### config.mk
export PLATFORM = sky130hd
export DESIGN_NAME = apb_cmd_master
export DESIGN_NICKNAME = d
export VERILOG_FILES = /design/src/rtl/apb_master_pkg.sv /design/src/rtl/apb_wait_timer.sv /design/src/rtl/apb_cmd_master.sv
export SDC_FILE = /design/constraint.sdc
export NUM_CORES = 1
export LEC_CHECK = 0
export ABC_CLOCK_PERIOD_IN_PS = 5000
export CAP_MARGIN = 5
export CORE_UTILIZATION = 41
export CTS_CLUSTER_SIZE = 28
export DETAILED_ROUTE_END_ITERATION = 12
export PLACE_DENSITY = 0.81
export REMOVE_ABC_BUFFERS = 1
export SYNTH_ARGS = -nofsm -noshare
export SYNTH_HDL_FRONTEND = slang
export SYNTH_SLANG_ARGS = --single-unit
### constraint.sdc
create_clock -name PCLK -period 5 [get_ports PCLK]
set_clock_uncertainty 0.05 [all_clocks]
set_input_delay 1 -clock PCLK [delete_from_list [all_inputs] [get_ports PCLK]]
set_output_delay 1 -clock PCLK [all_outputs]
set_load 0.02 [all_outputs]
### src/rtl/apb_master_pkg.sv
// Shared types for the APB command master: FSM state encoding and the latched command record.
package apb_master_pkg;

    localparam int unsigned APB_ADDR_W = 32;
    localparam int unsigned APB_DATA_W = 32;

    typedef enum logic [1:0] {IDLE, SETUP, ACCESS, RESP} apb_mst_state_t;

    typedef struct packed {
        logic                    write;
        logic [APB_ADDR_W-1:0]   addr;
        logic [APB_DATA_W-1:0]   wdata;
        logic [APB_DATA_W/8-1:0] strb;
    } apb_cmd_t;

endpackage

### src/rtl/apb_wait_timer.sv
// Saturating count of PREADY-low ACCESS cycles; flags the cycle on which the limit is reached.
module apb_wait_timer #(
    parameter int unsigned TIMEOUT = 16
) (
    input  logic i_clk,
    input  logic i_rst,
    input  logic i_clear,
    input  logic i_enable,
    output logic o_expired
);

    localparam int unsigned       CNT_W   = (TIMEOUT > 0) ? $clog2(TIMEOUT + 1) : 1;
    localparam logic [CNT_W-1:0]  CNT_MAX = CNT_W'(TIMEOUT);

    logic [CNT_W-1:0] r_cnt;

    always_ff @(posedge i_clk or posedge i_rst) begin
        if (i_rst) begin
            r_cnt <= '0;
        end else if (i_clear) begin
            r_cnt <= '0;
        end else if (i_enable && (r_cnt != CNT_MAX)) begin
            r_cnt <= r_cnt + CNT_W'(1);
        end
    end

    generate
        if (TIMEOUT == 0) begin : g_no_timeout
            assign o_expired = 1'b0;
        end else begin : g_timeout
            localparam logic [CNT_W-1:0] CNT_LAST = CNT_MAX - CNT_W'(1);
            // Fires during the TIMEOUT-th low cycle so the count lands on TIMEOUT as ACCESS exits.
            assign o_expired = i_enable && (r_cnt == CNT_LAST);
        end
    endgenerate

endmodule

### src/rtl/apb_cmd_master.sv
// APB requester: one valid/ready command becomes one SETUP/ACCESS transfer and one response.
import apb_master_pkg::*;

module apb_cmd_master #(
    parameter int unsigned ADDR_W  = APB_ADDR_W,
    parameter int unsigned DATA_W  = APB_DATA_W,
    parameter int unsigned TIMEOUT = 16
) (
    input  logic                PCLK,
    input  logic                PRESET,
    input  logic                req_valid,
    output logic                req_ready,
    input  logic                req_write,
    input  logic [ADDR_W-1:0]   req_addr,
    input  logic [DATA_W-1:0]   req_wdata,
    input  logic [DATA_W/8-1:0] req_strb,
    output logic                rsp_valid,
    input  logic                rsp_ready,
    output logic [DATA_W-1:0]   rsp_rdata,
    output logic                rsp_err,
    output logic                PSEL,
    output logic                PENABLE,
    output logic                PWRITE,
    output logic [ADDR_W-1:0]   PADDR,
    output logic [DATA_W-1:0]   PWDATA,
    output logic [DATA_W/8-1:0] PSTRB,
    input  logic [DATA_W-1:0]   PRDATA,
    input  logic                PREADY
);

    generate
        if (ADDR_W != APB_ADDR_W || DATA_W != APB_DATA_W) begin : g_width_check
            $error("apb_cmd_master: ADDR_W/DATA_W must match apb_master_pkg widths");
        end
    endgenerate

    apb_mst_state_t    r_state;
    apb_mst_state_t    w_state_next;
    apb_cmd_t          r_cmd;
    logic [DATA_W-1:0] r_rsp_rdata;
    logic              r_rsp_err;
    logic              r_rst_done;
    logic              w_cmd_hs;
    logic              w_expired;
    logic              w_timer_clear;
    logic              w_timer_en;

    assign w_cmd_hs      = req_valid && req_ready;
    assign w_timer_clear = (r_state == SETUP);
    assign w_timer_en    = (r_state == ACCESS) && !PREADY;

    apb_wait_timer #(
        .TIMEOUT (TIMEOUT)
    ) u_wait_timer (
        .i_clk     (PCLK),
        .i_rst     (PRESET),
        .i_clear   (w_timer_clear),
        .i_enable  (w_timer_en),
        .o_expired (w_expired)
    );

    always_comb begin
        w_state_next = r_state;
        req_ready    = 1'b0;
        PSEL         = 1'b0;
        PENABLE      = 1'b0;
        rsp_valid    = 1'b0;
        unique case (r_state)
            IDLE: begin
                // Held low until the first edge after reset release.
                req_ready = r_rst_done;
                if (w_cmd_hs) begin
                    w_state_next = SETUP;
                end
            end
            SETUP: begin
                PSEL         = 1'b1;
                w_state_next = ACCESS;
            end
            ACCESS: begin
                PSEL    = 1'b1;
                PENABLE = 1'b1;
                if (PREADY || w_expired) begin
                    w_state_next = RESP;
                end
            end
            RESP: begin
                rsp_valid = 1'b1;
                if (rsp_ready) begin
                    w_state_next = IDLE;
                end
            end
        endcase
    end

    always_ff @(posedge PCLK or posedge PRESET) begin
        if (PRESET) begin
            r_state    <= IDLE;
            r_rst_done <= 1'b0;
        end else begin
            r_state    <= w_state_next;
            r_rst_done <= 1'b1;
        end
    end

    always_ff @(posedge PCLK or posedge PRESET) begin
        if (PRESET) begin
            r_cmd <= '0;
        end else if (w_cmd_hs) begin
            r_cmd.write <= req_write;
            r_cmd.addr  <= req_addr;
            r_cmd.wdata <= req_wdata;
            r_cmd.strb  <= req_strb;
        end
    end

    always_ff @(posedge PCLK or posedge PRESET) begin
        if (PRESET) begin
            r_rsp_rdata <= '0;
            r_rsp_err   <= 1'b0;
        end else if (r_state == ACCESS) begin
            if (PREADY) begin
                r_rsp_rdata <= r_cmd.write ? '0 : PRDATA;
                r_rsp_err   <= 1'b0;
            end else if (w_expired) begin
                r_rsp_rdata <= '0;
                r_rsp_err   <= 1'b1;
            end
        end
    end

    // APB address/data come straight from the command register, so they hold after ACCESS.
    assign PWRITE    = r_cmd.write;
    assign PADDR     = r_cmd.addr;
    assign PWDATA    = r_cmd.wdata;
    assign PSTRB     = r_cmd.strb;
    assign rsp_rdata = r_rsp_rdata;
    assign rsp_err   = r_rsp_err;

endmodule

==> results of run 1 <==
sequential cells by signal (all words and copies together) (netlist names):
register	flops
rsp_err	1
u_wait_timer.r_cnt	5
r_state	2
PWDATA	32
r_rst_done	1
PADDR	32
PWRITE	1
rsp_rdata	32
PSTRB	4
cell usage in the layout (no fill, tap or decap), drive strengths merged, types with 3 or more instances in the layout:
cell / synthesis / routed
clkinv: 0 / 4
nand2: 65 / 65
buf: 13 / 4
ha: 8 / 8
nand2b: 4 / 4
clkbuf: 4 / 11
mux2: 71 / 71
a21oi: 4 / 4
nor2: 4 / 4
clkdlybuf4s50: 0 / 211
inv: 7 / 7
dfrtp: 110 / 110
nor2b: 3 / 3
o21ai: 34 / 34
cell type report:
| class | instances | area share [%] |
|---|---|---|
| Clock buffer | 11 | 1.92 |
| Clock inverter | 5 | 0.732 |
| Tap cell | 136 | 2.49 |
| Inverter | 7 | 0.421 |
| Sequential cell | 110 | 40.3 |
| Timing Repair Buffer | 215 | 31.5 |
| Multi-Input combinational cell | 206 | 22.7 |
tightest hold or removal path: cells and delay by family, from the launching register on:
family	cells	cell delay (ps)
and+or+nand+nor	1	50
DFF	1	350
AOI/OAI and AO/OA	1	60
synthesized netlist by cell type, types with 2 or more instances:
cell,instances,area (µm²)
o21ai_0,23,115
nand2b_1,4,25.0
clkbuf_1,4,15.0
nor2b_1,3,18.8
mux2_2,61,687
inv_1,7,26.3
dfrtp_1,110,2750
mux2_4,10,150
ha_1,8,100
buf_2,11,55.1
nand2_1,64,240
o21ai_1,10,50.1
a21oi_1,4,20.0
buf_6,2,22.5
nor2_1,4,15.0
cell families after synthesis:
family,after synthesis,synth area share (%)
AO/OA/AOI/OAI,44,5.59
buffers and inverters,24,2.69
flip-flops,110,62.4
other,1,0.0850
adder cells (fa/ha/maj),8,2.27
AND/OR/NAND/NOR,81,7.80
multiplexers,72,19.2
path summary, 6_finish.rpt:
path                                       start            end  slack (ps)  cells past startpoint
hold / removal                      rsp_rdata[5]   rsp_rdata[5]         440                      2
setup reg to reg           u_wait_timer.r_cnt[0]  rsp_rdata[21]        2600                      6
min in group asynchronous                 PRESET      PADDR[18]         890                      2
hold reg to reg                     rsp_rdata[5]   rsp_rdata[5]         440                      2
setup / recovery                      r_state[0]        PENABLE        2070                      3
max in group asynchronous                 PRESET  rsp_rdata[31]        3120                      3
routing by layer:
layer	global-route usage [%]	vias to the layer above	share of wire, %	wire length [µm]
met3	4.95	14	7.6	808
met4	6.94	0	1.6	167
met5	0	-	0	0
met1	23.0	1584	41	4360
met2	33.7	133	50	5290
li1	-	1552	-	-
through the flow:
step                      cells  util (%)  setup WS, ps
final                       690      65.9          2070
after detailed placement    673      64.0          1910
after global placement      673      64.0          2000
after CTS                   689      65.8          2050
after global routing        690      65.9          1980
after floorplan             323         -          1050
power by group:
group | internal [µW] | switching [µW] | leakage (µW)
Combinational | 1180 | 1090 | 0.00148
Clock | 229 | 279 | 0.0000968
Sequential | 1320 | 236 | 0.00137
Total | 2730 | 1600 | 0.00295
==> impl_metrics.toml, run 1 <==
[outcome]
status = "finished, final reports clean"

[routing]
postRouteAntennaNets = 0
drtIter0Drc = 126
wl_mm = 10.6
vias = 3283
via_per_inst = 4.76
wl_per_cell_um = 15.4
drc = 0
first_pass_iters = 4

[global_route]
antenna_found_initial = 0
grt_pass1_vias = 3401
grt_max_degree = 70
grt_pass1_wl_mm = 16.8
grt_remaining_overflow = 0
gr-usage-all-layers_pct = 19.3

[clocking]
htreeDepth = 3
clkLatencyLatePin_ps = 360
cts_buffers = 9
cts_tree = "done"
clock-sinks = 110
path_clk_slew_ps = 90
post_cts_buffers = 0
cts.repair.resized = 0
root_buffer = "clkbuf_8"
hold_buffers = 0
clock_path_buffers = 2

[yosys]
syn_inst = 340
yosysUniqueCellTypes = 30
yosys_warnings = 0
async_flop_share_pct = 100
ys_ff_latch = 110
syn_avg_cell_area_um2 = 13.0
ys.flop_type = "dfrtp_1"
ys_seq_area_share_pct = 62.4
synth_area_um2 = 4410
synth_edf_count = 0

[die]
start_util_pct = 42.6
row_count = 37
core_um2 = 10400
die_h_um = 106
chipWidth_um = 106
ios = 212
die_area_um2 = 11200

[sta]
fmax_ghz = 0.342
finalMaxSlewViolations = 0
fin_setup_tns_ps = 0
slew_headroom_pct = 37.0
finalCriticalPeriod_ps = 2930
worst_hold_slack_ps = 437
min_period_over_period_pct = 58.5
finalSetupViolations = 0
rsz0062_at_grt = "false"
final-hold-violation-count = 0
worstMarginPinSlew_ps = 945

[power]
powerDensity_nw_per_um2 = 635
vdd.ir_drop.worst_v = 0.000303
leakagePower_uw = 0.00295
finalPower_uw = 4340

[finish]
num-fill-cells = 821
seq_area_um2 = 2750
diodes = 0
drive_gt1_share_pct = 17.3
area_delta_synth_final_pct = 54.9
multi_input_area_um2 = 1550
nets = 663
final_area_um2 = 6830

[placement]
hpwl_mm = 7.82
gp_congestion = 0.796
post_dp_cell_area_um2 = 6640
io_buffers = 211

[worst_setup_path]
worstPathArrival_ps = 1880
crit_family = "buffers and inverters"
path_class = "register to output pin"
cp-start-kind = "register"
cpMaxStageDelayCell = "clkdlybuf4s50_1"
path_max_fanout = 7
cp.required_ps = 3950
slowest_delay_ps = 660
cp_cell_sequence = "inv_1 -> ha_1 -> clkdlybuf4s50_1"
crit_path_end_kind = "output pin"
path_buf_inv = 2

[min_path]
hold_path.class = "register to register"

[job]
cap_violations = 0
No activity file was read; power rests on OpenSTA's default activity.
==> run 2: changes to the inputs <==
- ABC_CLOCK_PERIOD_IN_PS: 5000 -> 2950
- clock period: 5 -> 2.95 ns (I/O delays scaled with it)
==> run 2 against run 1 <==
  * Register-to-register slack worse by 1700 ps
  * Global-route usage is 0.068 points lower
  * Worst setup slack worse by 1600 ps
  * Total power is 73% higher
  * Final area is 1.2% higher
  * Critical path depth stayed put
  * Wire length is 2.3% lower
  * Clock power is 99% higher
  * Sequential share of layout area is 0.48 points lower
  * Count of clock-buffer cells in the layout is 1 lower
==> impl_metrics.toml, run 2 (synthesis results as in run 1) <==
[finish]
layout_common_cells = "clkdlybuf4s50_1 (211), dfrtp_1 (110), nand2_1 (64)"
diodes = 0
seq_area_um2 = 2750
final_common_cell = "clkdlybuf4s50_1"
fin_util_pct = 66.7
nets = 665
stdcell_count = 692
multi_input_area_um2 = 1550
num-fill-cells = 792
final_area_um2 = 6920
area_delta_synth_final_pct = 56.7
drive_gt1_share_pct = 18.0

[routing]
postRouteAntennaNets = 0
wl_per_cell_um = 15.0
first_pass_iters = 4
wl_mm = 10.4
via_per_inst = 4.77
drc = 0
drtIter0Drc = 127
vias = 3299

[die]
die_area_um2 = 11200
row_count = 37
die_h_um = 106
core_um2 = 10400
start_util_pct = 42.6
chipWidth_um = 106
ios = 212

[worst_setup_path]
cp.required_ps = 2310
path_buf_inv = 2
cp-start-kind = "register"
crit_family = "buffers and inverters"
cpMaxStageDelayCell = "clkdlybuf4s50_1"
worstPathArrival_ps = 1880
path_max_fanout = 7
crit_path_end_kind = "output pin"
path_class = "register to output pin"
cp_cell_sequence = "inv_1 -> ha_1 -> clkdlybuf4s50_1"
slowest_delay_ps = 660

[sta]
worstMarginPinSlew_ps = 695
slew_headroom_pct = 53.7
finalSetupViolations = 0
rsz0062_at_grt = "false"
final-hold-violation-count = 0
finalCriticalPeriod_ps = 2520
worst_hold_slack_ps = 439
fmax_ghz = 0.396
min_period_over_period_pct = 85.5
fin_ws_ps = 427
finalMaxSlewViolations = 0

[global_route]
grt_remaining_overflow = 0
grt_max_degree = 70
antenna_found_initial = 0
gr-usage-all-layers_pct = 19.3
grt_pass1_wl_mm = 16.9
grt_pass1_vias = 3358

[placement]
dp_cells = 676
io_buffers = 211
hpwl_mm = 7.63
post_dp_cell_area_um2 = 6690
pre_cts_ws_ps = 780
gp_congestion = 0.784

[power]
net-switching-power_uw = 2730
leakagePower_uw = 0.00299
internal_power_uw = 4760
pwr-share-comb_pct = 51.3
seqPwrFrac_pct = 35.2
vdd.ir_drop.worst_v = 0.000513
powerDensity_nw_per_um2 = 1080
switching_share_pct = 36.4
clkPwrFrac_pct = 13.6

[clocking]
clkLatencyLatePin_ps = 360
root_buffer = "clkbuf_8"
hold_buffers = 0
htreeDepth = 3
clock_path_buffers = 2
path_clk_slew_ps = 100
cts.repair.resized = 0
cts_buffers = 9
clock-sinks = 110
cts_tree = "done"
post_cts_buffers = 0

[job]
cap_violations = 0

[outcome]
status = "finished, final reports clean"

[min_path]
hold_path.class = "register to register"
[run 2: power by group through the flow]
stage	Clock (µW)	Combinational, µW	Sequential, µW
after floorplan	0	1070	3510
after global placement	0	3800	2630
after detailed placement	0	3870	2660
after CTS	1040	3880	2640
after global routing	1100	4070	2730
final	1010	3840	2630
[run 2: final timing paths]
kind | startpoint | endpoint | slack (ps) | cells past startpoint
worst max-delay path | r_state[0] | PENABLE | 430 | 3
worst min-delay path | rsp_rdata[30] | rsp_rdata[30] | 440 | 2
worst max register to register | u_wait_timer.r_cnt[0] | rsp_rdata[31] | 860 | 6
worst min register to register | rsp_rdata[30] | rsp_rdata[30] | 440 | 2
max in group asynchronous | PRESET | rsp_rdata[28] | 1510 | 3
min in group asynchronous | PRESET | PSTRB[3] | 630 | 2
[run 2: routing by layer]
layer	GRT usage, %	wire length (µm)
met4	8.13	218
met3	4.64	800
met5	0	0
met2	31.9	5120
met1	24.1	4240
[run 2: cell type report]
class	instances	area share, %
Clock inverter	6	1.36
Sequential cell	110	39.8
Tap cell	136	2.46
Clock buffer	10	1.99
Multi-Input combinational cell	206	22.4
Timing Repair Buffer	217	31.5
Inverter	7	0.416
[run 2: worst register-to-register path: stages (launching register included)]
cell     delay, ps
dfrtp_1        430
ha_1           250
and3_1         190
ha_1           240
o21ai_4        130
buf_4          450
o21ai_0        230
[run 2: through the flow]
step | total power, µW | setup TNS (ps)
5_1_grt | 7900 | 0
3_5_place_dp | 6530 | 0
3_3_place_gp | 6420 | 0
2_1_floorplan | 4580 | -65150
4_1_cts | 7560 | 0
6_report | 7480 | 0
